**src/rtl/if_fetch_stage_if.sv**
```systemverilog
// Fetch-side bus bundle: instruction-memory request/response plus the IF/ID valid/ready slot.
// master is the fetch stage; slave is the memory/decode side.
interface if_fetch_stage_if #(
  parameter int INST_WIDTH = 32
);
  logic                  imem_req;
  logic [INST_WIDTH-1:0] imem_addr;
  logic                  imem_gnt;
  logic                  imem_rvalid;
  logic [INST_WIDTH-1:0] imem_rdata;
  logic                  id_valid;
  logic                  id_ready;
  logic [INST_WIDTH-1:0] id_inst;
  logic [INST_WIDTH-1:0] id_pc;

  modport master (
    output imem_req, imem_addr, id_valid, id_inst, id_pc,
    input  imem_gnt, imem_rvalid, imem_rdata, id_ready
  );

  modport slave (
    input  imem_req, imem_addr, id_valid, id_inst, id_pc,
    output imem_gnt, imem_rvalid, imem_rdata, id_ready
  );
endinterface

```
**src/rtl/if_fetch_stage.sv**
```systemverilog
// Instruction fetch stage: one memory request per PC, result held in a valid/ready IF/ID slot.
// Optional IF_MISALIGN_TRAP_EN adds a sticky fetch_misalign trap on misaligned PC loads.
module if_fetch_stage #(
  parameter int                    INST_WIDTH = 32,
  parameter logic [INST_WIDTH-1:0] RESET_PC   = {INST_WIDTH{1'b0}}
) (
  input  logic                  clk,
  input  logic                  rst_n,
  input  logic                  start,
  input  logic [INST_WIDTH-1:0] next_pc,
  input  logic                  pipelineFlush,
  output logic [INST_WIDTH-1:0] curr_pc,
  if_fetch_stage_if.master      bus
`ifdef IF_MISALIGN_TRAP_EN
  ,
  output logic                  fetch_misalign
`endif
);

  typedef enum logic [1:0] {IDLE, REQ, WAIT, HOLD} state_t;

  state_t state;
  logic   discard;
  logic   flush;
  logic   load_pc;
  logic   trap;
  logic   stall;

  assign flush         = pipelineFlush & start;
  assign load_pc       = flush | ((state == HOLD) & bus.id_ready);
  assign bus.imem_addr = curr_pc;

`ifdef IF_MISALIGN_TRAP_EN
  assign trap  = load_pc & (next_pc[1:0] != 2'b00);
  assign stall = fetch_misalign;
`else
  assign trap  = 1'b0;
  assign stall = 1'b0;
`endif

  always_ff @(posedge clk) begin
    if (!rst_n) begin
      state        <= IDLE;
      curr_pc      <= RESET_PC;
      bus.imem_req <= 1'b0;
      bus.id_valid <= 1'b0;
      bus.id_inst  <= '0;
      bus.id_pc    <= '0;
      discard      <= 1'b0;
`ifdef IF_MISALIGN_TRAP_EN
      fetch_misalign <= 1'b0;
`endif
    end else begin
      if (load_pc) curr_pc <= next_pc;

      case (state)
        IDLE: begin
          if (start && !stall) begin
            state        <= REQ;
            bus.imem_req <= 1'b1;
          end
        end

        REQ: begin
          // A grant coinciding with a flush belongs to the old PC: its data must be dropped.
          if (flush) begin
            if (bus.imem_gnt) begin
              discard      <= 1'b1;
              state        <= WAIT;
              bus.imem_req <= 1'b0;
            end
          end else if (bus.imem_gnt) begin
            state        <= WAIT;
            bus.imem_req <= 1'b0;
          end else if (!start) begin
            state        <= IDLE;
            bus.imem_req <= 1'b0;
          end
        end

        WAIT: begin
          // A response landing on the flush edge is stale, so it is dropped without arming discard.
          if (bus.imem_rvalid) begin
            if (discard || flush) begin
              discard      <= 1'b0;
              state        <= start ? REQ : IDLE;
              bus.imem_req <= start;
            end else begin
              bus.id_inst  <= bus.imem_rdata;
              bus.id_pc    <= curr_pc;
              bus.id_valid <= 1'b1;
              state        <= HOLD;
            end
          end else if (flush) begin
            discard <= 1'b1;
          end
        end

        HOLD: begin
          if (flush) begin
            bus.id_valid <= 1'b0;
            state        <= REQ;
            bus.imem_req <= 1'b1;
          end else if (bus.id_ready) begin
            bus.id_valid <= 1'b0;
            state        <= start ? REQ : IDLE;
            bus.imem_req <= start;
          end
        end

        default: state <= IDLE;
      endcase

`ifdef IF_MISALIGN_TRAP_EN
      // Misaligned PC load parks the stage; any in-flight response is then ignored in IDLE.
      if (trap) begin
        fetch_misalign <= 1'b1;
        state          <= IDLE;
        bus.imem_req   <= 1'b0;
        discard        <= 1'b0;
      end
`endif
    end
  end

endmodule

```
**src/flat_wrapper.sv**
```systemverilog
// flat-port wrapper written by rule: the top's interface ports become plain ports
module if_fetch_stage_flat 
#(
  parameter int                    INST_WIDTH = 32,
  parameter logic [INST_WIDTH-1:0] RESET_PC   = {INST_WIDTH{1'b0}}
)
  (clk, rst_n, start, next_pc, pipelineFlush, curr_pc, bus_imem_req, bus_imem_addr, bus_id_valid, bus_id_inst, bus_id_pc, bus_imem_gnt, bus_imem_rvalid, bus_imem_rdata, bus_id_ready);
  if_fetch_stage_if #(.INST_WIDTH(INST_WIDTH)) bus_i ();
  input  logic clk;
  input  logic rst_n;
  input  logic start;
  input  logic [INST_WIDTH-1:0] next_pc;
  input  logic pipelineFlush;
  output logic [INST_WIDTH-1:0] curr_pc;
  output wire logic [$bits(bus_i.imem_req)-1:0] bus_imem_req;
  output wire logic [$bits(bus_i.imem_addr)-1:0] bus_imem_addr;
  output wire logic [$bits(bus_i.id_valid)-1:0] bus_id_valid;
  output wire logic [$bits(bus_i.id_inst)-1:0] bus_id_inst;
  output wire logic [$bits(bus_i.id_pc)-1:0] bus_id_pc;
  input wire logic [$bits(bus_i.imem_gnt)-1:0] bus_imem_gnt;
  input wire logic [$bits(bus_i.imem_rvalid)-1:0] bus_imem_rvalid;
  input wire logic [$bits(bus_i.imem_rdata)-1:0] bus_imem_rdata;
  input wire logic [$bits(bus_i.id_ready)-1:0] bus_id_ready;
  assign bus_imem_req = bus_i.imem_req;
  assign bus_imem_addr = bus_i.imem_addr;
  assign bus_id_valid = bus_i.id_valid;
  assign bus_id_inst = bus_i.id_inst;
  assign bus_id_pc = bus_i.id_pc;
  assign bus_i.imem_gnt = bus_imem_gnt;
  assign bus_i.imem_rvalid = bus_imem_rvalid;
  assign bus_i.imem_rdata = bus_imem_rdata;
  assign bus_i.id_ready = bus_id_ready;
  if_fetch_stage #(.INST_WIDTH(INST_WIDTH), .RESET_PC(RESET_PC)) u_core (.clk(clk), .rst_n(rst_n), .start(start), .next_pc(next_pc), .pipelineFlush(pipelineFlush), .curr_pc(curr_pc), .bus(bus_i));
endmodule
```
**config.mk**
```make
export PLATFORM = sky130hd
export DESIGN_NAME = if_fetch_stage_flat
export DESIGN_NICKNAME = d
export VERILOG_FILES = /design/src/rtl/if_fetch_stage_if.sv /design/src/rtl/if_fetch_stage.sv /design/src/flat_wrapper.sv
export SDC_FILE = /design/constraint.sdc
export NUM_CORES = 1
export LEC_CHECK = 0
export CAP_MARGIN = 20
export CORE_MARGIN = 5
export CORE_UTILIZATION = 25
export CTS_BUF_LIST = sky130_fd_sc_hd__clkbuf_16
export DETAILED_ROUTE_END_ITERATION = 6
export PLACE_DENSITY = 0.57
export SYNTH_ARGS = -nofsm -noshare
export SYNTH_HDL_FRONTEND = slang
export SYNTH_SLANG_ARGS = --single-unit
export TNS_END_PERCENT = 50
```
**constraint.sdc**
```tcl
create_clock -name clk -period 2.8 [get_ports clk]
set_clock_uncertainty 0.1 [all_clocks]
set_input_delay 0.42 -clock clk [delete_from_list [all_inputs] [get_ports clk]]
set_output_delay 0.42 -clock clk [all_outputs]
set_load 0.005 [all_outputs]
```
### Word-level counts from Yosys, hierarchy flattened

Index checks and enable logic that the tools add are counted.

| word-level totals | value |
|---|---|
| flip-flop bits (word level) | 101 |
| word-level logic and storage cells | 66 |

| cells by class | value |
|---|---|
| eq/ne operators | 14 |
| muxes and demuxes | 32 |
| bitwise operators | 4 |
| reductions and logical operators | 9 |

Operator list:

| cell | number |
|---|---|
| 1-bit 2-to-1 mux | 19 |
| 2-bit 2-to-1 mux | 9 |
| 5-bit AND reduction | 2 |
| 3-bit by 2-bit inequality test with 1-bit output (second input constant) | 3 |
| 2-bit inequality test (second input constant) | 4 |
| 2-bit case mux with 4 select lines | 1 |
| 3-bit inequality test (second input constant) | 2 |
| 6-bit AND reduction | 1 |
| 2-bit equality test (second input constant) | 2 |
| 2-bit by 1-bit inequality test with 1-bit output (second input constant) | 2 |
| 1-bit case mux with 2 select lines | 2 |
| 1-bit case mux with 4 select lines | 1 |
| 4-bit AND reduction | 1 |
| 2-bit nonzero test | 2 |
| 3-bit AND reduction | 1 |
| 1-bit bitwise AND | 2 |
| 2-bit by 1-bit equality test with 1-bit output (second input constant) | 1 |
| 2-bit zero test | 1 |
| 1-bit logical OR | 1 |
| 1-bit inverter | 1 |
| 1-bit OR | 1 |

### Depth between registers and ports, before layout

Gate-level depths: netlist (run 1).

| depth | value |
|---|---|
| depth in word-level cells | 5 |
| gate-level depth with buffers | 7 |

### Least setup slack after synthesis (run 1)

OpenSTA, ideal clock, no wires.

| timing path | value |
|---|---|
| path kind | in2reg |
| start | input start |
| end | register u_core.bus.imem_req |
| data arrival time | 1.241 ns |
| data required time | 2.621 ns |
| path slack | 1.380 ns |
| cell stages on the path | 4 |
| cell sequence | a21o_1 mux2_4 o211a_1 a211oi_2 |

| on the way | value |
|---|---|
| word-level cells in the longest chain between the ends | 4 |

RTL lines:

| element | line | RTL |
|---|---|---|
| start, declared | flat_wrapper.sv:11 | `input logic start;` |
| 1-bit bitwise AND | if_fetch_stage.sv:29 | `assign flush = pipelineFlush & start;` |
| 1-bit logical OR | if_fetch_stage.sv:84 | `if (discard \|\| flush) begin` |
| 2-bit by 1-bit inequality test with 1-bit output (no source line) | n/a |  |
| 6-bit AND reduction (no source line) | n/a |  |
| end signal, assigned | if_fetch_stage.sv:87 | `bus.imem_req <= start;` |
| end signal, assigned | if_fetch_stage.sv:107 | `bus.imem_req <= start;` |
| end, declared | if_fetch_stage_if.sv:17 | `output imem_req, imem_addr, id_valid, id_inst, id_pc,` |

Several ways; a longest one is shown, not always the timed one. The select of a mux whose other input is x is not followed.
A chain may end at the register's enable or synchronous reset.

### Final worst setup path (run 1)

| timing path | value |
|---|---|
| start | register u_core.state[1] |
| end | register u_core.bus.id_pc[26] |

| on the way | value |
|---|---|
| word-level cells in the longest chain between the ends | 2 |

RTL lines:

| element | line | RTL |
|---|---|---|
| start, declared | if_fetch_stage.sv:22 | `state_t state;` |
| start signal, assigned | if_fetch_stage.sv:86 | `state <= start ? REQ : IDLE;` |
| start signal, assigned | if_fetch_stage.sv:106 | `state <= start ? REQ : IDLE;` |
| 2-bit equality test | if_fetch_stage.sv:56 | `case (state)` |
| 3-bit AND reduction (no source line) | n/a |  |
| end signal, assigned | if_fetch_stage.sv:90 | `bus.id_pc <= curr_pc;` |
| end, declared | if_fetch_stage_if.sv:17 |  |

Every way passes these cells.

==> results.yml, run 1 <==
cts:
  cts_tree: "done"
  cts_root_buf: "clkbuf_16"
  ctsHtreeMaxLevel: 3
  cts.clk_slew.worst_paths_ns: 0.07
  clk_path_buf_depth: 2
  clock-sinks: 101
  cts_buffers: 9
  postCtsSetupBuffers: 0
  cts_resized: 0
  clock_latency_ns: 0.35
  hold_buffers: 0
global_routing:
  grt_usage_pct: 12.9
  antenna_found_initial: 0
  grt_pass1_vias: 3582
  grt_max_degree: 54
  grt_pass1_wl_um: 18700
  overflow: 0
synthesis:
  synth_nets: 559
  synth_cell_types: 30
  avgSynthCellArea_um2: 8.05
  synth_cells: 488
  yosysWarnings: 0
  ys_seq_area_share_pct: 51.5
  ys_seq_elements: 101
  synthesis.area_mm2: 0.00393
flow_run:
  cap_violations: 0
critical_path:
  reg2reg_slack_ns: 0.90
  critical_path.max_fanout: 34
  cp.required_ns: 2.97
  critPathKind: "flop to flop"
  start_kind: "flop"
  cp.arrival_ns: 2.07
  endpoint_kind: "flop"
power:
  p_clk_share_pct: 38.8
  comb_power_share_pct: 12.7
  p_leak_uw: 0.00206
  p_int_uw: 2410
  power_frac_seq_pct: 48.4
  p_switching_uw: 750
  ir_drop_v: 0.000269
  sw_frac_of_total_pct: 23.7
  power.density_mw_per_mm2: 515
drt:
  wl_um: 12200
  firstDrtPassIters: 5
  wire_per_inst_um: 14.2
  drt_iter0_markers: 119
  drt-vias-per-instance: 4.33
  drc_errors: 0
  ant_nets: 0
  num_vias: 3723
sta:
  final_max_slew_viol_count: 0
  period_share_pct: 67.7
  finalSetupViolCount: 0
  worst_pin_slew_ns: 0.572
  holdWs_ns: 0.353
  slew_headroom_pct: 61.9
  fmax_mhz: 527
  rsz0062_at_grt: "no"
  final.setup.tns_ns: 0
  layout_min_cycle_time_ns: 1.90
  final_hold_viol_count: 0
die:
  die_w_um: 135
  core-area_mm2: 0.0153
  die_h_um: 135
  initial_core_util_pct: 25.6
  dieArea_mm2: 0.0183
  rows: 45
  io_pins: 201
final_layout:
  drive_gt1_share_pct: 4.78
  num-fill-cells: 1563
  layout_common_cells: "clkdlybuf4s50_1, nand2_1, dfxtp_1"
  instances_no_fill: 860
  nets: 715
  seq_area_mm2: 0.00202
  postLayoutCellArea_mm2: 0.00614
  n_antenna_cell: 0
  synthToLayoutAreaGrowth_pct: 56.4
  final_common_cell: "clkdlybuf4s50_1"
  multiInputGateArea_mm2: 0.00146
worst_hold_path:
  min_path_type: "flop to flop"
status:
  status: "finished clean"
placed_design:
  place_inst: 844
  place_area_mm2: 0.00585
  io_buffers: 200
  gp_congestion: 0.770
  hpwl_um: 8850
## per-stage QoR
| stage | util [%] | setup slack [ns] | total power [uW] |
|---|---|---|---|
| after global routing | 40.1 | 0.804 | 3300 |
| after CTS | 40.1 | 0.858 | 3210 |
| after detailed placement | 38.2 | 0.569 | 1970 |
| final | 40.1 | 0.903 | 3160 |
| after global placement | 38.2 | 0.603 | 1970 |
| after floorplan | - | 1.38 | 1740 |
## Yosys cell counts (all sizes together)
cell type  number  area, um2
a211oi          2       20.0
a21o            2       15.0
a21oi          99        499
a311oi          1       8.76
a31o            1       8.76
a31oi           3       33.8
and2            1       7.51
and3            1       6.26
buf            49        375
clkbuf         14       52.6
dfxtp         101       2020
inv             4       15.0
mux2            1       15.0
mux4            1       26.3
nand2         194        728
nand2b          3       18.8
nand3           1       10.0
nor2            3       11.3
nor2b           2       20.0
nor3            2       10.0
o211a           1       10.0
o211ai          1       7.51
o21ai           1       5.00
## cells by family after synthesis
| logic type | share of synthesized area [%] |
|---|---|
| simple gates | 20.7 |
| flops | 51.5 |
| buf+inv | 11.3 |
| compound gates | 15.5 |
| mux | 1.05 |
## final cells by class
| cell class | count | share of cell area [%] |
|---|---|---|
| flip-flops and latches | 101 | 32.9 |
| repair buffers | 208 | 34.0 |
| clock inverters | 7 | 1.06 |
| clock buffers | 9 | 3.67 |
| inverters | 4 | 0.244 |
| multi-input cells | 320 | 23.8 |
| well taps | 211 | 4.30 |
## critical path, cell delays in order, from the launching register on
cell and delay [ns]:
dfxtp_1 0.59, nor2b_4 0.28, and3_2 0.40, buf_12 0.23, nand2_1 0.08, a21oi_1 0.13
## flip-flops by register name (all words and copies together), names as in the netlist
register	flops
u_core.state	2
u_core.bus.imem_req	1
u_core.bus.id_pc	32
u_core.discard	1
u_core.bus.id_valid	1
u_core.bus.imem_addr	32
u_core.bus.id_inst	32
## power by group through the flow
stage,sequential (uW),clock (uW),combinational (uW)
final,1530,1230,403
after global routing,1540,1330,439
after CTS,1530,1280,409
after detailed placement,1560,0,407
after global placement,1560,0,405
after floorplan,1540,0,198
## path summary, 6_finish.rpt
| check | to | cells after the start | from |
|---|---|---|---|
| min reg2reg | u_core.bus.id_pc[15]$_SDFFE_PN0P_ | 2 | u_core.bus.id_pc[15]$_SDFFE_PN0P_ |
| min | u_core.bus.id_pc[15]$_SDFFE_PN0P_ | 2 | u_core.bus.id_pc[15]$_SDFFE_PN0P_ |
| max | u_core.bus.id_pc[26]$_SDFFE_PN0P_ | 5 | u_core.state[1]$_SDFFE_PN0P_ |
| max reg2reg | u_core.bus.id_pc[26]$_SDFFE_PN0P_ | 5 | u_core.state[1]$_SDFFE_PN0P_ |
## layer usage
metal  vias up  wire length (um)  GRT usage [%]
met2       122              5990           21.8
met1      1733              5080           15.1
met5         -                 0              0
met3        12               981           5.42
li1       1856                 -              -
met4         0               167           3.02
(Power assumes the default switching activity.)
==> run 2, diff against run 1 <==
- clock period: 2.8 -> 1.93 ns (I/O delays scaled with it)
==> results.yml, run 2 (same netlist as run 1, synthesis figures left out) <==
sta:
  final_hold_viol_count: 0
  rsz0062_at_grt: "no"
  fmax_mhz: 576
  final_max_slew_viol_count: 0
  slew_headroom_pct: 69.3
  layout_min_cycle_time_ns: 1.73
  worst_pin_slew_ns: 0.459
  period_share_pct: 89.9
  finalSetupViolCount: 0
power:
  power.density_mw_per_mm2: 752
  ir_drop_v: 0.000376
  p_total_uw: 4730
  p_leak_uw: 0.00214
cts:
  clock-sinks: 101
  cts.clk_slew.worst_paths_ns: 0.07
  cts_resized: 0
  postCtsSetupBuffers: 0
  clk_path_buf_depth: 2
  cts_root_buf: "clkbuf_16"
  cts_buffers: 9
  ctsHtreeMaxLevel: 3
  clock_latency_ns: 0.34
  hold_buffers: 0
  cts_tree: "done"
global_routing:
  grt_pass1_wl_um: 18600
  grt_usage_pct: 12.8
  grt_pass1_vias: 3581
  antenna_found_initial: 0
  grt_max_degree: 61
  overflow: 0
die:
  die_h_um: 135
  core-area_mm2: 0.0153
  rows: 45
  initial_core_util_pct: 25.6
  die_w_um: 135
  io_pins: 201
  dieArea_mm2: 0.0183
worst_hold_path:
  min_path_type: "flop to flop"
drt:
  wl_um: 12000
  wire_per_inst_um: 13.8
  num_vias: 3721
  ant_nets: 0
  drc_errors: 0
  drt-vias-per-instance: 4.30
  firstDrtPassIters: 4
  drt_iter0_markers: 130
critical_path:
  critPathKind: "flop to output port"
  path_cells: "clkdlybuf4s50_1"
  cpPeakStageDelay_ns: 0.55
  start_kind: "flop"
  cp.arrival_ns: 1.35
  endpoint_kind: "output port"
  critical_path.max_fanout: 4
  cp.buffers_inverters: 1
  path_delay_family: "buffers and inverters"
  worst_path_max_delay_cell: "clkdlybuf4s50_1"
  cp.required_ns: 1.54
final_layout:
  nets: 721
  layout_common_cells: "clkdlybuf4s50_1, nand2_1, dfxtp_1"
  drive_gt1_share_pct: 5.65
  n_antenna_cell: 0
  synthToLayoutAreaGrowth_pct: 60.1
  instances_no_fill: 866
  final_common_cell: "clkdlybuf4s50_1"
placed_design:
  hpwl_um: 8820
  io_buffers: 200
  place_inst: 850
  gp_congestion: 0.729
status:
  status: "finished clean"
flow_run:
  cap_violations: 0
run 2: worst paths after layout:
check | from | cells after the start | slack [ns] | to
min | u_core.bus.id_pc[24]$_SDFFE_PN0P_ | 2 | 0.35 | u_core.bus.id_pc[24]$_SDFFE_PN0P_
min reg2reg | u_core.bus.id_pc[24]$_SDFFE_PN0P_ | 2 | 0.35 | u_core.bus.id_pc[24]$_SDFFE_PN0P_
max | u_core.bus.imem_addr[25]$_SDFFE_PN0P_ | 1 | 0.20 | bus_imem_addr[25]
max reg2reg | u_core.state[1]$_SDFFE_PN0P_ | 5 | 0.32 | u_core.bus.id_inst[26]$_SDFFE_PN0P_
run 2: stage by stage:
| step | hold WS, ns | worst slack [ns] | area (um2) | util (%) | TNS [ns] |
|---|---|---|---|---|---|
| after floorplan | 0.286 | 0.522 | 3930 | - | 0 |
| after global placement | 0.342 | 0.0319 | 5970 | 39.0 | 0 |
| after detailed placement | 0.346 | -0.00242 | 5970 | 39.0 | -0.00262 |
| after CTS | 0.356 | 0.132 | 6280 | 41.0 | 0 |
| after global routing | 0.378 | 0.0919 | 6280 | 41.0 | 0 |
| final | 0.353 | 0.195 | 6280 | 41.0 | 0 |
run 2: layout make-up:
type / instances / area (um2)
flip-flops and latches: 101 / 2020
repair buffers: 214 / 2210
clock buffers: 9 / 225
multi-input cells: 320 / 1460
clock inverters: 7 / 88.8
inverters: 4 / 15.0
well taps: 211 / 264
fillers: 1534 / 9030
run 2: metal layers:
| layer | routed length [um] | vias up | track usage, % |
|---|---|---|---|
| li1 | - | 1864 | - |
| met1 | 5090 | 1726 | 14.7 |
| met2 | 5830 | 117 | 22.0 |
| met3 | 853 | 14 | 4.68 |
| met4 | 206 | 0 | 4.03 |
| met5 | 0 | - | 0 |
run 2: power by group:
group | switching [uW] | internal (uW) | total (uW)
registers | 69.9 | 2150 | 2220
clock network | 765 | 1130 | 1890
logic | 237 | 380 | 617
==> run 3, diff against run 2 <==
- RECOVER_POWER: unset -> 50
==> results.yml, run 3 (same netlist as run 1, synthesis figures left out) <==
critical_path:
  crit_start: "start"
  endpoint_kind: "flop"
  reg2reg_slack_ns: 0.26
  endpoint: "u_core.bus.imem_req$_SDFFE_PN0P_"
  critical_path.max_fanout: 6
  timing.rr.end: "u_core.bus.id_inst[26]$_SDFFE_PN0P_"
  cp.depth: 5
  rr_worst_depth: 5
  worst_path_max_delay_cell: "dlygate4sd3_1"
  start_kind: "input port"
  cp.arrival_ns: 1.90
  path_delay_family: "compound AO/OA/AOI/OAI gates"
  cpPeakStageDelay_ns: 0.62
  path_cells: "dlygate4sd3_1 > a21o_1 > mux2_1 > o211a_1 > a211oi_1"
  critPathKind: "input port to flop"
  rr_startpoint: "u_core.state[1]$_SDFFE_PN0P_"
  cp.required_ns: 2.08
  cp.buffers_inverters: 1
power:
  p_total_uw: 4710
  p_leak_uw: 0.00234
  power.density_mw_per_mm2: 751
  ir_drop_v: 0.000376
cts:
  hold_buffers: 0
  cts.clk_slew.worst_paths_ns: 0.07
  ctsHtreeMaxLevel: 3
  cts_resized: 0
  cts_buffers: 9
  postCtsSetupBuffers: 0
  clock_latency_ns: 0.34
  clk_path_buf_depth: 2
  cts_tree: "done"
  clock-sinks: 101
  cts_root_buf: "clkbuf_16"
drt:
  wl_um: 12000
  drt-vias-per-instance: 4.31
  drc_errors: 0
  drt_iter0_markers: 132
  num_vias: 3733
  firstDrtPassIters: 4
  wire_per_inst_um: 13.8
  ant_nets: 0
sta:
  holdWs_ns: 0.350
  worst_pin_slew_ns: 0.444
  fmax_mhz: 573
  layout_min_cycle_time_ns: 1.75
  period_share_pct: 90.4
  final_hold_viol_count: 0
  timing.final.ws_setup_ns: 0.184
  final_max_slew_viol_count: 0
  rsz0062_at_grt: "no"
  finalSetupViolCount: 0
  slew_headroom_pct: 70.4
final_layout:
  num-fill-cells: 1538
  layout_common_cells: "nand2_1, clkdlybuf4s50_1, dfxtp_1"
  synthToLayoutAreaGrowth_pct: 59.7
  postLayoutCellArea_mm2: 0.00627
  n_antenna_cell: 0
  fin_util_pct: 40.9
  drive_gt1_share_pct: 4.89
  final_common_cell: "nand2_1"
  nets: 721
die:
  core-area_mm2: 0.0153
  dieArea_mm2: 0.0183
  die_w_um: 135
  initial_core_util_pct: 25.6
  io_pins: 201
  rows: 45
  die_h_um: 135
placed_design:
  place_area_mm2: 0.00597
  io_buffers: 200
  gp_congestion: 0.729
  post-place-ws_ns: -0.00242
  hpwl_um: 8820
global_routing:
  overflow: 0
  grt_pass1_vias: 3581
  grt_usage_pct: 12.8
  grt_max_degree: 61
  grt_pass1_wl_um: 18600
  antenna_found_initial: 0
worst_hold_path:
  min_path_type: "flop to flop"
flow_run:
  cap_violations: 0
status:
  status: "finished clean"
## run 3: per-layer routing
metal	vias to the layer above	GRT usage, %	share of wire, %
met5	-	0	0
met4	0	4.03	1.7
met3	14	4.68	7.4
met2	128	22.0	49
met1	1726	14.7	42
li1	1865	-	-
## run 3: report_power, final
| part | internal [uW] | switching [uW] |
|---|---|---|
| Combinational | 366 | 235 |
| Clock | 1130 | 766 |
| Sequential | 2150 | 69.0 |
## run 3: worst min-delay path by stage
stage	startpoint	slack [ns]	cells past startpoint	endpoint
global placement	u_core.bus.id_pc[5]$_SDFFE_PN0P_	0.34	2	u_core.bus.id_pc[5]$_SDFFE_PN0P_
finish	u_core.bus.id_pc[24]$_SDFFE_PN0P_	0.35	2	u_core.bus.id_pc[24]$_SDFFE_PN0P_
CTS	u_core.bus.id_pc[10]$_SDFFE_PN0P_	0.36	2	u_core.bus.id_pc[10]$_SDFFE_PN0P_
detailed placement	u_core.bus.id_pc[10]$_SDFFE_PN0P_	0.35	2	u_core.bus.id_pc[10]$_SDFFE_PN0P_
global route	u_core.bus.id_pc[9]$_SDFFE_PN0P_	0.38	2	u_core.bus.id_pc[9]$_SDFFE_PN0P_
floorplan	bus_imem_rvalid	0.29	1	u_core.discard$_SDFFE_PN0P_
## run 3: final cells by class
class                      instances  area [um2]  share of cell area [%]
sequential                       101        2020                    32.2
tap                              211         264                    4.21
clock inverter                     7        88.8                    1.42
clock buffer                       9         225                    3.59
inverter                           4        15.0                   0.239
multi-input combinational        320        1450                    23.1
timing repair buffer             214        2200                    35.1
## run 3: worst reg2reg max path: cells and delay by family (launching register included)
family / cells / cell delay (ns)
AND/OR/NAND/NOR: 3 / 0.67
flip-flops: 1 / 0.48
buffers and inverters: 1 / 0.23
AO/OA/AOI/OAI: 1 / 0.14
## run 3: metrics by stage
| stage | instances | setup TNS [ns] |
|---|---|---|
| floorplan | 488 | 0 |
| global placement | 850 | 0 |
| detailed placement | 850 | -0.00262 |
| CTS | 866 | 0 |
| global route | 866 | 0 |
| finish | 866 | 0 |
